File: src/rtl/sr_input_conditioner.sv
// sr_input_conditioner: sync + debounce of set/reset switches driving an SR latch.
// Macro SR_PULSE_EN: one-cycle edge pulses on S/R instead of interlocked levels.
module sr_input_conditioner #(
    parameter int DEBOUNCE_CNT = 50000,
    parameter int CNT_W        = 16
) (
    input  logic clk,
    input  logic rst_n,
    input  logic s_raw,
    input  logic r_raw,
    output logic S,
    output logic R,
    output logic conflict
);

    localparam logic [CNT_W-1:0] CNT_LAST = CNT_W'(DEBOUNCE_CNT - 1);

    // Channel index 0 is set, index 1 is reset.
    logic [1:0]       r_meta;
    logic [1:0]       r_sync;
    logic [1:0]       r_stab;
    logic [CNT_W-1:0] r_cnt [2];
    logic             w_s_nxt;
    logic             w_r_nxt;

    // Two-flop synchronizer for both raw switch inputs.
    always_ff @(posedge clk or negedge rst_n) begin
        if (!rst_n) begin
            r_meta <= '0;
            r_sync <= '0;
        end else begin
            r_meta <= {r_raw, s_raw};
            r_sync <= r_meta;
        end
    end

    // Per-channel debounce: accept a level after DEBOUNCE_CNT mismatching cycles.
    always_ff @(posedge clk or negedge rst_n) begin
        if (!rst_n) begin
            r_stab <= '0;
            for (int i = 0; i < 2; i++) begin
                r_cnt[i] <= '0;
            end
        end else begin
            for (int i = 0; i < 2; i++) begin
                if (r_sync[i] == r_stab[i]) begin
                    r_cnt[i] <= '0;
                end else if (r_cnt[i] == CNT_LAST) begin
                    r_stab[i] <= r_sync[i];
                    r_cnt[i]  <= '0;
                end else begin
                    r_cnt[i] <= r_cnt[i] + CNT_W'(1);
                end
            end
        end
    end

`ifdef SR_PULSE_EN
    logic [1:0] r_hist;
    logic [1:0] w_rise;

    // Rising-edge detect on the debounced levels; reset wins a tie.
    always_comb begin
        w_rise  = r_stab & ~r_hist;
        w_s_nxt = w_rise[0] & ~w_rise[1];
        w_r_nxt = w_rise[1];
    end

    // Edge history of the debounced levels.
    always_ff @(posedge clk or negedge rst_n) begin
        if (!rst_n) begin
            r_hist <= '0;
        end else begin
            r_hist <= r_stab;
        end
    end
`else
    // Interlocked levels: both active means hold (S=0, R=0).
    always_comb begin
        w_s_nxt = r_stab[0] & ~r_stab[1];
        w_r_nxt = r_stab[1] & ~r_stab[0];
    end
`endif

    // Registered outputs to the latch.
    always_ff @(posedge clk or negedge rst_n) begin
        if (!rst_n) begin
            S        <= 1'b0;
            R        <= 1'b0;
            conflict <= 1'b0;
        end else begin
            S        <= w_s_nxt;
            R        <= w_r_nxt;
            conflict <= r_stab[0] & r_stab[1];
        end
    end

endmodule

File: config.mk
export PLATFORM = sky130hd
export DESIGN_NAME = sr_input_conditioner
export DESIGN_NICKNAME = d
export VERILOG_FILES = /design/src/rtl/sr_input_conditioner.sv
export SDC_FILE = /design/constraint.sdc
export NUM_CORES = 1
export LEC_CHECK = 0
export ABC_AREA = 1
export BUFFER_PORTS_ARGS = -buffer_cell sky130_fd_sc_hd__buf_4
export CAP_MARGIN = 20
export CELL_PAD_IN_SITES_DETAIL_PLACEMENT = 1
export CELL_PAD_IN_SITES_GLOBAL_PLACEMENT = 2
export CORE_MARGIN = 4
export CORE_UTILIZATION = 37
export DETAILED_ROUTE_END_ITERATION = 16
export PLACE_DENSITY_LB_ADDON = 0.05
export REMOVE_ABC_BUFFERS = 1
export SLEW_MARGIN = 10
export SYNTH_ARGS = -nofsm -noshare
export SYNTH_HDL_FRONTEND = slang
export SYNTH_SLANG_ARGS = --single-unit
File: constraint.sdc
create_clock -name clk -period 1.6 [get_ports clk]
set_input_delay 0.08 -clock clk [delete_from_list [all_inputs] [get_ports clk]]
set_output_delay 0.08 -clock clk [all_outputs]
set_load 0.01 [all_outputs]
==> summary.txt, run 1 <==
Outcome
  – Outcome: finished, final reports clean

Clock network
  – Clock sinks: 41
  – Reg clk slew, reported paths: 0.08 ns
  – TritonCTS Buffers: 5
  – Worst-skew pair later-pin latency: 0.29 ns
  – Post-CTS Setup Repair Bufs: 0
  – Clk buf depth: 2
  – H-tree levels: 2
  – Root buf cell: clkbuf_8
  – TritonCTS clock tree: done

Logic synthesis
  – Adder-cell share of the synthesized area: 0.01208
  – Post-synthesis compound-gate area fraction: 0.03927
  – Register bit total from synthesis: 41
  – Cells after Synth: 262
  – Syn_area_per_cell: 7.904 um^2
  – Main combinational cell family by area after synthesis: simple AND/OR/NAND/NOR gates
  – Multiplexer area fraction after synthesis: 0
  – Simple-Gate Fraction of Synth Area: 0.3299
  – Syn Std Cell Area: 2071 um^2
  – Sequential-to-total area share from yosys stat: 0.4955
  – Post-synthesis xor/xnor area fraction: 0.05801
  – Yosys cell types: 21
  – Ys Warns: 0

Power
  – Comb pwr share: 0.044
  – Switching Share: 0.2229
  – IR Drop Worst-Case VDD: 0.4587 mV
  – Seq pwr share: 0.583
  – P_leak: 1.171 nW
  – P per Cell Area: 780.3 nW/um^2
  – Switch Pwr: 0.4081 mW
  – Clock share of power: 0.372
  – Int Pwr: 1.423 mW

Global routing
  – Total Routing Usage GR: 0.1558
  – Overflow after GRT: 0
  – First-pass GRT wire length: 8742 um
  – Largest net degree at the start of global routing: 42
  – Antenna violations before repair: 0
  – Vias in the first global route: 1,741

Routing
  – DRC: 0
  – Vias: 1,661
  – Via density: 4.773
  – First-pass DRT Iterations: 4
  – Final ANT Viol Nets: 0
  – Drt wl/cell: 13.79 um
  – Drt first-iter violations: 77
  – Routed wire length: 4799 um

Timing
  – Min Hold Slack: 0.3022 ns
  – Worst Setup Slack, final: 0.1598 ns
  – Finish-stage setup viols: 0
  – Final min period: 1.440 ns
  – Final slew viol count: 0
  – Max transition margin: 0.6457
  – Max frequency: 694.4 MHz
  – Hold Fails Final Rpt: 0
  – RSZ-0062 raised after global routing: no
  – Clk_skew: 0.01278 ns
  – Setup TNS: 0 ns
  – Worst Max-Slew Pin Slew: 0.5315 ns
  – Crit share post-route: 0.9001

Setup path
  – Worst R2R Start: r_cnt[16]$_DFF_PN0_
  – Critical Path End Type: register
  – CP Depth: 6
  – Worst endpoint required time: 1.79 ns
  – CP Launch Point: r_cnt[16]$_DFF_PN0_
  – Critical Path AT: 1.63 ns
  – Critical-path top delay cell: dfrtp_1
  – CP peak stage delay: 0.40 ns
  – Critical path class: reg -> reg
  – R2R setup slack: 0.16 ns
  – Worst setup path endpoint: r_cnt[24]$_DFF_PN0_
  – Reg2Reg Capture Point: r_cnt[24]$_DFF_PN0_
  – Critical Path Source Type: register
  – CP max FO: 7
  – Most used cell, CP: nand2_2
  – Critical path cell sequence: ha_1 -> nand3_2 -> nor3_4 -> nand2_2 -> nand2_2 -> nor2_1
  – Worst reg-to-reg path cell count: 6
  – Delay-heaviest family, CP: simple AND/OR/NAND/NOR gates
  – Critical path buffer and inverter count: 0

Floorplanning
  – Die width: 82.81 um
  – Core area: 5270 um^2
  – Initial core utilization: 0.3929
  – I/O pin count: 7
  – Row cnt: 26
  – Die Y: 82.81 um
  – Die area: 6858 um^2

Finish
  – N_diodes: 0
  – Fin nets: 284
  – Most frequent cells in the layout: 65 x nor2_1, 49 x nand2_1, 41 x dfrtp_1, 34 x inv_1, 25 x nand3_1
  – Fin util: 0.4452
  – Final instance area: 2346 um^2
  – Commonest non-fill, non-tap cell in the layout: nor2_1
  – Fill cell count: 670
  – Share of post-route cells with drive strength above 1: 0.09712
  – Area Overhead vs Synth: 13.29%

Job
  – Max-Cap Viols: 0

Placement
  – Post-DP HPWL: 3659 um
  – DP Area: 2203 um^2
  – Number of port buffers: 6
  – Place WS: 0.07866 ns
  – Gpl congestion: 0.7965

Min path
  – Hold Crit Class: in -> async
-- power by group through the flow --
stage | clock (mW) | sequential (mW) | combinational, mW
after floorplan | 0 | 1.08 | 0.0387
after global placement | 0 | 1.09 | 0.0762
after detailed placement | 0 | 1.09 | 0.0772
after CTS | 0.711 | 1.07 | 0.0826
after global routing | 0.773 | 1.07 | 0.0951
final | 0.682 | 1.07 | 0.0808
-- worst min-delay path by stage --
| stage | startpoint | end | slack [ns] |
|---|---|---|---|
| after global placement | rst_n | r_cnt[2]$_DFF_PN0_ | 0.09 |
| after detailed placement | rst_n | r_cnt[2]$_DFF_PN0_ | 0.11 |
| after global routing | rst_n | r_cnt[0]$_DFF_PN0_ | 0.35 |
| final | rst_n | r_cnt[2]$_DFF_PN0_ | 0.30 |
| after floorplan | rst_n | R$_DFF_PN0_ | -0.22 |
| after CTS | rst_n | r_cnt[2]$_DFF_PN0_ | 0.33 |
-- worst reg2reg max path, stage by stage (launching register included) --
cell and delay, ns:
dfrtp_1 0.40, ha_1 0.22, nand3_2 0.15, nor3_4 0.22, nand2_2 0.14, nand2_2 0.15, nor2_1 0.06
-- registers in the layout (all words and copies together), names as in the netlist --
name	cells
r_sync	2
conflict	1
r_cnt	32
r_meta	2
r_stab	2
S	1
R	1
-- stage by stage --
stage	std cells	total power, mW
finish	348	1.831
global route	348	1.939
CTS	348	1.862
detailed placement	338	1.166
global placement	338	1.164
floorplan	262	1.124
-- layout make-up --
class,count,area (um^2),area share
flip-flops and latches,41,1026,0.4373
clock buffers,7,86.33,0.03680
inverters,36,135.1,0.05760
well taps,70,87.58,0.03733
multi-input cells,185,935.9,0.3989
repair buffers,9,75.07,0.03200
-- timing repair --
action,4_1_cts,5_1_grt
endpoints found under the setup margin,0,21
hold endpoints to repair,43,0
hold buffers,3,0
resized for setup,0,6
-- kinds of logic after synthesis --
kind of cell               after synthesis
xor gates and xnor gates                12
and+or+nand+nor                        157
buffers and inverters                   36
AOI/OAI and AO/OA                       14
adders and majority gates                2
DFF                                     41
-- routing by layer --
metal,share of wire,up-vias,track usage
met4,0.0056,0,0.03566
met3,0.030,2,0.03168
met5,0,-,0
met1,0.55,792,0.2491
li1,-,847,-
met2,0.41,20,0.2121
-- synth_stat cells --
master    count  share of area
nand3_1      26          0.063
nor2_1       65           0.12
inv_1        34          0.062
nand2_1      51          0.092
nor3b_2       2          0.012
a31oi_1       3         0.0091
nand2_2       3         0.0091
dfrtp_1      41           0.50
xor2_2        2          0.016
xor2_1        7          0.030
xnor2_1       3          0.013
nand4_1       6          0.018
a21o_1        1         0.0036
nor3_4        1         0.0079
inv_2         2         0.0036
o21ai_0       3         0.0072
nor3_1        2         0.0048
o21bai_1      2         0.0072
a21oi_1       5          0.012
ha_1          2          0.012
nor3_2        1         0.0048
No activity file was read; power rests on OpenSTA's default activity.
==> run 2: changes to the inputs <==
- CORE_UTILIZATION: 37 -> 33
- clock period: 1.6 -> 1.2 ns (I/O delays scaled with it)
==> run 2 against run 1 <==
Against the previous run: the run now ends with setup timing left; worst setup slack worse by 0.29 ns; clock skew down 0.0079 ns; combinational power up 140%; clock-buffer cell count down 1; non-clock buffer count up 56; global-route usage up 0.85 points; critical endpoint is now r_stab[0]$_DFFE_PN0P_.
==> summary.txt, run 2 (same netlist as run 1, synthesis figures left out) <==
Outcome
  – Failing checks: setup timing
  – Outcome: finished, violations left (was finished, final reports clean)

Routing
  – Final ANT Viol Nets: 0 (unchanged)
  – Drt wl/cell: 13.74 um (was 13.79 um)
  – Drt first-iter violations: 56 (was 77)
  – DRC: 0 (unchanged)
  – Routed wire length: 5634 um (was 4799 um)
  – Via density: 4.605 (was 4.773)
  – First-pass DRT Iterations: 4 (unchanged)
  – Vias: 1,888 (was 1,661)

Setup path
  – Critical path buffer and inverter count: 1 (was 0)
  – Worst reg-to-reg path cell count: 7 (was 6)
  – Critical Path AT: 1.52 ns (was 1.63 ns)
  – Critical-path top delay cell: dfrtp_1 (unchanged)
  – Critical path class: reg -> reg (unchanged)
  – R2R setup slack: -0.13 ns (was 0.16 ns)
  – CP max FO: 6 (was 7)
  – Critical Path End Type: register (unchanged)
  – Worst R2R Start: r_cnt[17]$_DFF_PN0_ (was r_cnt[16]$_DFF_PN0_)
  – CP peak stage delay: 0.38 ns (was 0.40 ns)
  – Critical Path Source Type: register (unchanged)
  – Delay-heaviest family, CP: simple AND/OR/NAND/NOR gates (unchanged)
  – Worst endpoint required time: 1.39 ns (was 1.79 ns)
  – Critical path cell sequence: ha_2 -> nand3_2 -> nor3_4 -> nand2_2 -> buf_6 -> nor2_4 -> a21oi_2 (was ha_1 -> nand3_2 -> nor3_4 -> nand2_2 -> nand2_2 -> nor2_1)
  – Reg2Reg Capture Point: r_stab[0]$_DFFE_PN0P_ (was r_cnt[24]$_DFF_PN0_)

Finish
  – Commonest non-fill, non-tap cell in the layout: buf_4 (was nor2_1)
  – Fin nets: 340 (was 284)
  – Area Overhead vs Synth: 47.31% (was 13.29%)
  – Largest register FFs: 32 (unchanged)
  – Most frequent cells in the layout: 58 x buf_4, 48 x nor2_1, 42 x nand2_1, 39 x dfrtp_1, 28 x inv_1 (was 65 x nor2_1, 49 x nand2_1, 41 x dfrtp_1, 34 x inv_1, 25 x nand3_1)
  – Multi-input logic area: 1187 um^2 (was 935.9 um^2)
  – Biggest register: r_cnt (unchanged)
  – Fill cell count: 722 (was 670)
  – N_diodes: 0 (unchanged)
  – Share of post-route cells with drive strength above 1: 0.4030 (was 0.09712)
  – Register area: 1028 um^2 (was 1026 um^2)
  – Final instance area: 3050 um^2 (was 2346 um^2)

Timing
  – Min Hold Slack: 0.2935 ns (was 0.3022 ns)
  – RSZ-0062 raised after global routing: yes (was no)
  – Final slew viol count: 0 (unchanged)
  – Hold Fails Final Rpt: 0 (unchanged)
  – Final min period: 1.328 ns (was 1.440 ns)
  – Crit share post-route: 1.107 (was 0.9001)
  – Finish-stage setup viols: 28 (was 0)
  – Worst Setup Slack, final: -0.1284 ns (was 0.1598 ns)
  – Worst Max-Slew Pin Slew: 0.5425 ns (was 0.5315 ns)
  – Max frequency: 752.8 MHz (was 694.4 MHz)
  – Clk_skew: 0.004903 ns (was 0.01278 ns)
  – Setup TNS: -1.583 ns (was 0 ns)
  – Max transition margin: 0.6383 (was 0.6457)

Clock network
  – TritonCTS clock tree: done (unchanged)
  – TritonCTS Buffers: 5 (unchanged)
  – Clk buf depth: 2 (unchanged)
  – Reg clk slew, reported paths: 0.08 ns (about the same)
  – Root buf cell: clkbuf_8 (unchanged)
  – Clock sinks: 41 (unchanged)
  – Worst-skew pair later-pin latency: 0.29 ns (about the same)
  – H-tree levels: 2 (unchanged)

Power
  – P per Cell Area: 819.3 nW/um^2 (was 780.3 nW/um^2)
  – IR Drop Worst-Case VDD: 0.5557 mV (was 0.4587 mV)
  – Total power: 2.499 mW (was 1.831 mW)
  – P_leak: 1.523 nW (was 1.171 nW)

Job
  – Max-Cap Viols: 0 (unchanged)

Global routing
  – Vias in the first global route: 1,968 (was 1,741)
  – Total Routing Usage GR: 0.1643 (was 0.1558)
  – First-pass GRT wire length: 9632 um (was 8742 um)
  – Antenna violations before repair: 0 (unchanged)
  – Largest net degree at the start of global routing: 42 (unchanged)
  – Overflow after GRT: 0 (unchanged)

Floorplanning
  – Die area: 7606 um^2 (was 6858 um^2)
  – I/O pin count: 7 (unchanged)
  – Initial core utilization: 0.3457 (was 0.3929)
  – Core area: 5991 um^2 (was 5270 um^2)
  – Die Y: 87.22 um (was 82.81 um)
  – Row cnt: 28 (was 26)
  – Die width: 87.22 um (was 82.81 um)

Placement
  – DP Area: 2547 um^2 (was 2203 um^2)
  – Post-DP HPWL: 4189 um (was 3659 um)
  – Gpl congestion: 0.7609 (was 0.7965)
  – Number of port buffers: 6 (unchanged)

Min path
  – Hold Crit Class: in -> async (unchanged)
## run 2: changes by cell type in the layout (fill, tap and decap cells not counted), sizes merged
cell    previous run  this run
buf                6        62
clkbuf             7         6
clkinv             0         2
## run 2: worst max-delay path by stage
stage / cells after the start / endpoint / from / slack (ns)
final: 7 / r_stab[0]$_DFFE_PN0P_ / r_cnt[17]$_DFF_PN0_ / -0.13
after global routing: 7 / r_cnt[30]$_DFF_PN0_ / r_cnt[17]$_DFF_PN0_ / -0.20
after CTS: 7 / r_stab[0]$_DFFE_PN0P_ / r_cnt[16]$_DFF_PN0_ / -0.11
after detailed placement: 6 / r_cnt[8]$_DFF_PN0_ / r_cnt[1]$_DFF_PN0_ / -0.29
after global placement: 6 / r_cnt[8]$_DFF_PN0_ / r_cnt[1]$_DFF_PN0_ / -0.25
after floorplan: 6 / r_cnt[24]$_DFF_PN0_ / r_cnt[16]$_DFF_PN0_ / -0.05
## run 2: timing repair
item | 4_1_cts | 5_1_grt
gates resized for setup | 42 | 42
setup buffers | 9 | 4
pin swaps | 15 | 20
setup endpoints to repair | 29 | 33
hold buffers | 3 | 0
hold endpoints to repair | 43 | 0
## run 2: metrics by stage
step | std cells | setup WS (ns) | utilization
floorplan | 262 | -0.05332 | -
global placement | 388 | -0.2454 | 0.4252
detailed placement | 388 | -0.2934 | 0.4252
CTS | 407 | -0.1067 | 0.4797
global route | 410 | -0.2011 | 0.5092
finish | 410 | -0.1284 | 0.5092
## run 2: layer usage
metal	GRT usage	wire [um]	vias to the layer above
li1	-	-	962
met1	0.2351	2844	901
met2	0.2512	2579	19
met3	0.03500	143	6
met4	0.04463	66	0
met5	0	0	-
## run 2: final cells by class
| class | instances | area share |
|---|---|---|
| inverters | 36 | 0.04840 |
| clock buffers | 6 | 0.02379 |
| clock inverters | 2 | 0.003281 |
| multi-input cells | 185 | 0.3893 |
| well taps | 75 | 0.03076 |
| repair buffers | 65 | 0.1674 |
| flip-flops and latches | 41 | 0.3372 |
## run 2: power by group
group,total [mW],internal [mW],switching [mW]
registers,1.42,1.40,0.0219
logic,0.194,0.0851,0.109
clock network,0.880,0.404,0.477
